## config.mk

```make
export PLATFORM = sky130hd
export DESIGN_NAME = add64_seq
export DESIGN_NICKNAME = d
export VERILOG_FILES = /design/src/rtl/alu_pkg.sv /design/src/rtl/adder64_if.sv /design/src/rtl/adder64.sv /design/src/rtl/add64_seq.sv
export SDC_FILE = /design/constraint.sdc
export NUM_CORES = 1
export LEC_CHECK = 0
export ABC_AREA = 1
export CAP_MARGIN = 0
export CORE_ASPECT_RATIO = 1.2
export CORE_MARGIN = 4
export CORE_UTILIZATION = 55
export CTS_CLUSTER_DIAMETER = 200
export DETAILED_ROUTE_END_ITERATION = 10
export GPL_ROUTABILITY_DRIVEN = 0
export MAX_ROUTING_LAYER = met4
export PLACE_DENSITY = 0.8
export SYNTH_ARGS = -nofsm -noshare
export SYNTH_HDL_FRONTEND = slang
export SYNTH_SLANG_ARGS = --single-unit
```

## constraint.sdc

```tcl
create_clock -name clk -period 18.4 [get_ports clk]
set_input_delay 1.84 -clock clk [delete_from_list [all_inputs] [get_ports clk]]
set_output_delay 1.84 -clock clk [all_outputs]
set_load 0.1 [all_outputs]
```

## src/rtl/alu_pkg.sv

```systemverilog
// alu_pkg: shared ALU adder types, word width and saturation constants.
package alu_pkg;
    localparam int WORD_W = 64;
    typedef enum logic [1:0] {ADD = 2'd0, SUB = 2'd1, ADC = 2'd2} add_op_e;
    typedef struct packed {
        logic carry;
        logic zero;
        logic neg;
        logic ovf;
        logic trunc;
    } add_flags_t;
    typedef enum logic {IDLE = 1'b0, BUSY = 1'b1} pkt_state_e;
    localparam logic [WORD_W-1:0] SAT_POS = {1'b0, {(WORD_W-1){1'b1}}};
    localparam logic [WORD_W-1:0] SAT_NEG = {1'b1, {(WORD_W-1){1'b0}}};
endpackage

```

## src/rtl/adder64_if.sv

```systemverilog
// adder64_if: operand/result bundle between the sequencer and the 64-bit adder.
interface adder64_if;
    import alu_pkg::*;
    logic [WORD_W-1:0] a;
    logic [WORD_W-1:0] b;
    logic [WORD_W-1:0] sum;
    logic              cin;
    logic              cout;
    logic              c63;
    modport inst (output a, b, cin, input sum, cout, c63);
    modport dut  (input a, b, cin, output sum, cout, c63);
endinterface

```

## src/rtl/adder64.sv

```systemverilog
// adder64: combinational 64-bit adder exposing carry-out and the carry into the sign bit.
module adder64
    import alu_pkg::*;
(
    adder64_if.dut bus
);
    logic [WORD_W-1:0] lo;
    assign lo = {1'b0, bus.a[WORD_W-2:0]} + {1'b0, bus.b[WORD_W-2:0]} + WORD_W'(bus.cin);
    assign {bus.cout, bus.sum} = {1'b0, bus.a} + {1'b0, bus.b} + (WORD_W+1)'(bus.cin);
    assign bus.c63 = lo[WORD_W-1];
endmodule

```

## src/rtl/add64_seq.sv

```systemverilog
// add64_seq: two-stage multi-beat ADD/SUB sequencer around adder64 (ADD64_SEQ_SAT_EN enables single-beat saturation).
module add64_seq
    import alu_pkg::*;
#(
    parameter int MAX_BEATS   = 4,
    parameter bit NEG_ON_LAST = 1'b1
) (
    input  logic              clk,
    input  logic              rst,
    input  logic              in_valid,
    output logic              in_ready,
    input  add_op_e           in_op,
    input  logic              in_cin,
    input  logic [WORD_W-1:0] in_a,
    input  logic [WORD_W-1:0] in_b,
    input  logic              in_last,
    output logic              out_valid,
    input  logic              out_ready,
    output logic [WORD_W-1:0] out_sum,
    output logic              out_last,
    output add_flags_t        out_flags
);
    localparam int CW = $clog2(MAX_BEATS + 1);
    localparam logic [CW-1:0] CNT_END = CW'(MAX_BEATS - 1);

    logic              s1_valid_q, s1_cin_q, s1_last_q;
    logic [WORD_W-1:0] s1_a_q, s1_b_q;
    add_op_e           op_q;
    pkt_state_e        state_q, state_d;
    logic              chain_c_q, zero_acc_q;
    logic [CW-1:0]     beat_cnt_q;
    logic              out_valid_q, out_last_q;
    logic [WORD_W-1:0] out_sum_q, sum_d;
    add_flags_t        out_flags_q, flags_d;
    logic              s2_adv, accept, first, term, entering_first, show, ovf_raw, sum_zero;

    adder64_if add_if ();
    adder64 u_adder (.bus(add_if.dut));

    assign add_if.a   = s1_a_q;
    assign add_if.b   = (op_q == SUB) ? ~s1_b_q : s1_b_q;
    assign add_if.cin = !first ? chain_c_q : (op_q == SUB) ? 1'b1 : (op_q == ADC) ? s1_cin_q : 1'b0;

    assign s2_adv    = s1_valid_q && (!out_valid_q || out_ready);
    assign in_ready  = !s1_valid_q || s2_adv;
    assign accept    = in_valid && in_ready;
    assign out_valid = out_valid_q;
    assign out_sum   = out_sum_q;
    assign out_last  = out_last_q;
    assign out_flags = out_flags_q;

    // Packet bookkeeping, result flags and next packet state for the beat in S1
    always_comb begin
        first          = (state_q == IDLE);
        term           = s1_last_q || (beat_cnt_q == CNT_END);
        entering_first = s1_valid_q ? term : first;
        show           = !NEG_ON_LAST || term;
        ovf_raw        = add_if.c63 ^ add_if.cout;
        sum_zero       = (add_if.sum == '0);
        flags_d        = '{carry: add_if.cout, zero: zero_acc_q && sum_zero,
                           neg: show && add_if.sum[WORD_W-1], ovf: show && ovf_raw,
                           trunc: term && !s1_last_q};
`ifdef ADD64_SEQ_SAT_EN
        sum_d          = (first && s1_last_q && ovf_raw) ?
                         (add_if.sum[WORD_W-1] ? SAT_POS : SAT_NEG) : add_if.sum;
`else
        sum_d          = add_if.sum;
`endif
        state_d        = s2_adv ? (term ? IDLE : BUSY) : state_q;
    end

    // S1 operand register; the op is latched only when a packet's first beat enters
    always_ff @(posedge clk or posedge rst) begin
        if (rst) begin
            s1_valid_q <= 1'b0;
            s1_a_q     <= '0;
            s1_b_q     <= '0;
            s1_cin_q   <= 1'b0;
            s1_last_q  <= 1'b0;
            op_q       <= ADD;
        end else begin
            if (in_ready) s1_valid_q <= in_valid;
            if (accept) begin
                s1_a_q    <= in_a;
                s1_b_q    <= in_b;
                s1_cin_q  <= in_cin;
                s1_last_q <= in_last;
            end
            if (accept && entering_first) op_q <= in_op;
        end
    end

    // Packet state, carry chain, beat count and running zero flag advance with S1 -> S2
    always_ff @(posedge clk or posedge rst) begin
        if (rst) begin
            state_q    <= IDLE;
            chain_c_q  <= 1'b0;
            beat_cnt_q <= '0;
            zero_acc_q <= 1'b1;
        end else begin
            state_q <= state_d;
            if (s2_adv) begin
                chain_c_q  <= add_if.cout;
                beat_cnt_q <= term ? '0 : beat_cnt_q + 1'b1;
                zero_acc_q <= term || (zero_acc_q && sum_zero);
            end
        end
    end

    // S2 result register, held while the consumer stalls
    always_ff @(posedge clk or posedge rst) begin
        if (rst) begin
            out_valid_q <= 1'b0;
            out_sum_q   <= '0;
            out_last_q  <= 1'b0;
            out_flags_q <= '0;
        end else if (s2_adv) begin
            out_valid_q <= 1'b1;
            out_sum_q   <= sum_d;
            out_last_q  <= term;
            out_flags_q <= flags_d;
        end else if (out_ready) begin
            out_valid_q <= 1'b0;
        end
    end
endmodule

```

* Word-level counts from Yosys, hierarchy flattened
Index checks and enable logic that the tools add are counted.
Word-level totals: bits in latches 0, bits in registers 209, output and inout port bits 72, word-level logic and storage cells 53, bits in writable memories 0, ROM bits 0, memories kept 0
Cells by class: multiplexer cells 9, bitwise gates (word level) 3, $mul 0, div/mod/pow operators 0, equality and inequality tests 3, add/subtract/negate cells 5, shift-type cells 0, reductions and logical operators 16, order comparisons 0
Operator list (count):
- adder 64 x 64 -> 65 bit | 1
- adder 65 x 1 -> 65 bit | 1
- adder 63 x 63 -> 64 bit | 1
- adder 64 x 1 -> 64 bit | 1
- zero test 64 bit | 1
- 2-to-1 mux 64 bit | 1
- NOT 64 bit | 1
- logical AND 1 bit | 7
- 2-to-1 mux 1 bit | 7
- logical OR 1 bit | 4
- adder 3 x 1 -> 3 bit, second input constant | 1
- equality test 3 x 2 -> 1 bit, second input constant | 1
- zero test 1 bit | 3
- 2-to-1 mux 3 bit | 1
- equality test 2 x 1 -> 1 bit, second input constant | 1
- equality test 2 bit, second input constant | 1
- nonzero test 2 bit | 1
- NOT 1 bit | 1
- bitwise XOR 1 bit | 1

* Longest topological paths before layout
depth after elaboration 8, depth in mapped cells 27, mapped depth without buffers 26

* Hierarchy
Synthesis repeated with hierarchy kept, for this count alone.
Unflattened totals: cell total of the unflattened synthesis 2034, area, all modules 14704.1 µm²
By module, submodules not included:
- add64_seq | area an instance 8702.1 µm², times used 1, cells an instance 745
- adder64 | area an instance 6002.0 µm², times used 1, cells an instance 1289

* Worst setup path after synthesis
No wires, ideal clock.
path type in2out, start input out_ready, end output in_ready, setup slack 13.877 ns, arrival 2.683 ns, data required time 16.560 ns, stages 4, path through inv_1 nand2_1 inv_1 nand2_1
On the way: word-level cells in the longest chain between the ends 3
Ends and longest elaborated chain:
- from (decl) | line add64_seq.sv:18 | input logic out_ready,
- logical OR 1 bit | line add64_seq.sv:44 | assign s2_adv = s1_valid_q && (!out_valid_q || out_ready);
- logical AND 1 bit | line add64_seq.sv:44
- logical OR 1 bit | line add64_seq.sv:45 | assign in_ready = !s1_valid_q || s2_adv;
- to (decl) | line add64_seq.sv:11 | output logic in_ready,
Every way passes these cells.

* Worst setup path in the final report
Ends and elaborated chain as after synthesis.

==> flow_metrics.tcl <==
set metrics [dict create \
    outcome "finished clean" \
    cts_inserted_buffers 23 \
    period_share 0.307 \
    hold_violations 0 \
    rows 64 \
    synth_top_area_frac 0.359 \
    use_met2 0.471 \
    cts.repair.resized 0 \
    crit_path_top_delay_cell "clkdlybuf4s50_1" \
    num_vias 13500 \
    avgRoutedWirePerCell_um 16.3 \
    required_ps 16560 \
    antenna_left 0 \
    synth.most_common_cell "nand2_1" \
    synth_area_per_cell_sq_um 7.40 \
    tightest_slew_ps 1220 \
    seq_area_frac_synth 0.361 \
    endpoint_kind "primary output" \
    clk_path_buf_depth 3 \
    max_stage_delay_ps 1160 \
    vias_per_cell 5.40 \
    die-area_sq_mm 0.0290 \
    drive_gt1_frac 0.110 \
    start_kind "input pin" \
    top_usage_layer "met2" \
    grt_overflow_total 0 \
    syn2layout_area_growth_pct 21.2 \
    grt_pass1_wl_mm 64.6 \
    nNetsFinal 2363 \
    place_ws_ps 12750 \
    die_w_um 156 \
    synth_nets 2163 \
    start_util 0.564 \
    fin_worst_skew_ps 18.7 \
    yosysWarningCount 0 \
    path_clk_slew_ps 60 \
    final.min_clock_period_ps 5640 \
    drc_errors 0 \
    worst-setup-path-type "input pin to primary output" \
    core-area_sq_mm 0.0257 \
    min_path_type "flip-flop to flip-flop" \
    port_buffers 207 \
    grtUsageMet1 0.349 \
    num-fill-cells 2163 \
    clock_sinks 209 \
    setup_tns_ps 0 \
    rsz0062_at_grt "false" \
    setup_ws_ps 12760 \
    synth_area_leaders "dfrtp_1, nand2_1, mux2_2" \
    cts_setup_buffers 0 \
    cp_cell_sequence "clkdlybuf4s50_1 -> inv_1 -> nand2_1 -> inv_1 -> nand2_1 -> clkdlybuf4s50_1" \
    netlist_area_sq_mm 0.0145 \
    arrival_ps 3800 \
    cp_max_fo 3 \
    post_dp_cell_area_sq_mm 0.0169 \
    cts_tree "yes" \
    die_h_um 186 \
    finalSetupViolations 0 \
    antenna_cells 0 \
    regArea_sq_mm 0.00523 \
    synth_commonest_cells "nand2_1, inv_1, dfrtp_1" \
    drt_first_pass_iters 7 \
    clock_latency_ps 540 \
    num_io_pins 208 \
    drv_cap 0 \
    synthFlopType "dfrtp_1" \
    multiInputGateArea_sq_mm 0.00802 \
    grt_usage 0.282 \
    root_buffer "clkbuf_16" \
    synth_top_cell_by_area "dfrtp_1" \
    grtUsageMet3 0.0351 \
    drt_wl_total_mm 40.7 \
    ys_ff_latch 209 \
    async_flop_share 1.00 \
    synth_edf_count 0 \
    final_max_slew_viol_count 0 \
    finalInstanceArea_sq_mm 0.0176 \
    syn_inst 1960 \
    grt_pass1_vias 13200 \
    hpwl_mm 32.1 \
    htreeDepth 1 \
    synthDistinctLibCells 41 \
    antenna_found_initial 0 \
    cts_hold_buf 0 \
    relSlewSlack 0.188 \
    drt_first_iter_violations 1149 \
    grt_start_max_net_pins 95 \
    fmax_mhz 177 \
]
## cell type report
type / instances / share of cell area
Timing Repair Buffer: 212 / 0.120
Clock inverter: 5 / 0.00199
Clock buffer: 35 / 0.0370
Multi-Input combinational cell: 1417 / 0.456
Tap cell: 330 / 0.0235
Inverter: 297 / 0.0638
Sequential cell: 209 / 0.298
## stage by stage
stage                      util  cells  hold slack, ps
final                     0.684   2505             483
after global routing      0.684   2505             505
after CTS                 0.684   2505             484
after detailed placement  0.657   2465             468
after global placement    0.657   2465             464
after floorplan               -   1960             464
## worst max-delay path, delay by kind of cell
kind | cells | cell delay [ps]
buf+inv | 4 | 1700
simple gates | 2 | 240
## logic make-up after synthesis
group | synth area share
AND/OR/NAND/NOR | 0.286
buffers and inverters | 0.0876
flip-flops | 0.361
AO/OA/AOI/OAI | 0.0578
multiplexers | 0.100
XOR/XNOR | 0.0488
adder cells (fa/ha/maj) | 0.0588
## registers in the layout, indices dropped and copies added (netlist names), 2 cells and up
name and cells:
beat_cnt_q 3, add_if.a 64, s1_b_q 64, out_sum 64
out_flags 5, op_q 2
## layer usage
| layer | vias up | wire [um] |
|---|---|---|
| met5 | - | 0 |
| met3 | 146 | 3450 |
| met1 | 6200 | 16200 |
| li1 | 6545 | - |
| met4 | 0 | 1860 |
| met2 | 628 | 19200 |
## path summary, 6_finish.rpt
path | from | end | slack [ps] | depth (start not counted)
max in group asynchronous | rst | add_if.a[60] | 14670 | 4
hold reg to reg | out_last | out_last | 480 | 2
setup reg to reg | op_q[1] | out_flags[3] | 14010 | 23
hold / removal | out_last | out_last | 480 | 2
min in group asynchronous | rst | s1_b_q[22] | 1790 | 2
setup / recovery | out_ready | in_ready | 12760 | 6
## cell usage in the layout (no fill, tap or decap), types with 3 or more instances in the layout
cell type,n
a21o_1,3
a21oi_1,54
a31oi_1,27
buf_4,5
clkbuf_1,9
clkbuf_16,23
clkbuf_8,3
clkdlybuf4s50_1,207
dfrtp_1,208
ha_1,65
inv_1,290
inv_2,6
mux2_2,129
nand2_1,636
nand2_2,30
nand3_1,71
nand3_2,8
nand3b_1,13
nand4_1,23
nor2_1,172
nor2_2,17
nor2_4,5
nor3_1,13
o21ai_0,43
o21ai_1,4
o21bai_1,5
xnor2_1,3
xor2_1,76
Power is not shown: default switching activity piles up to over one toggle a cycle in this logic, so the estimate is an artifact.
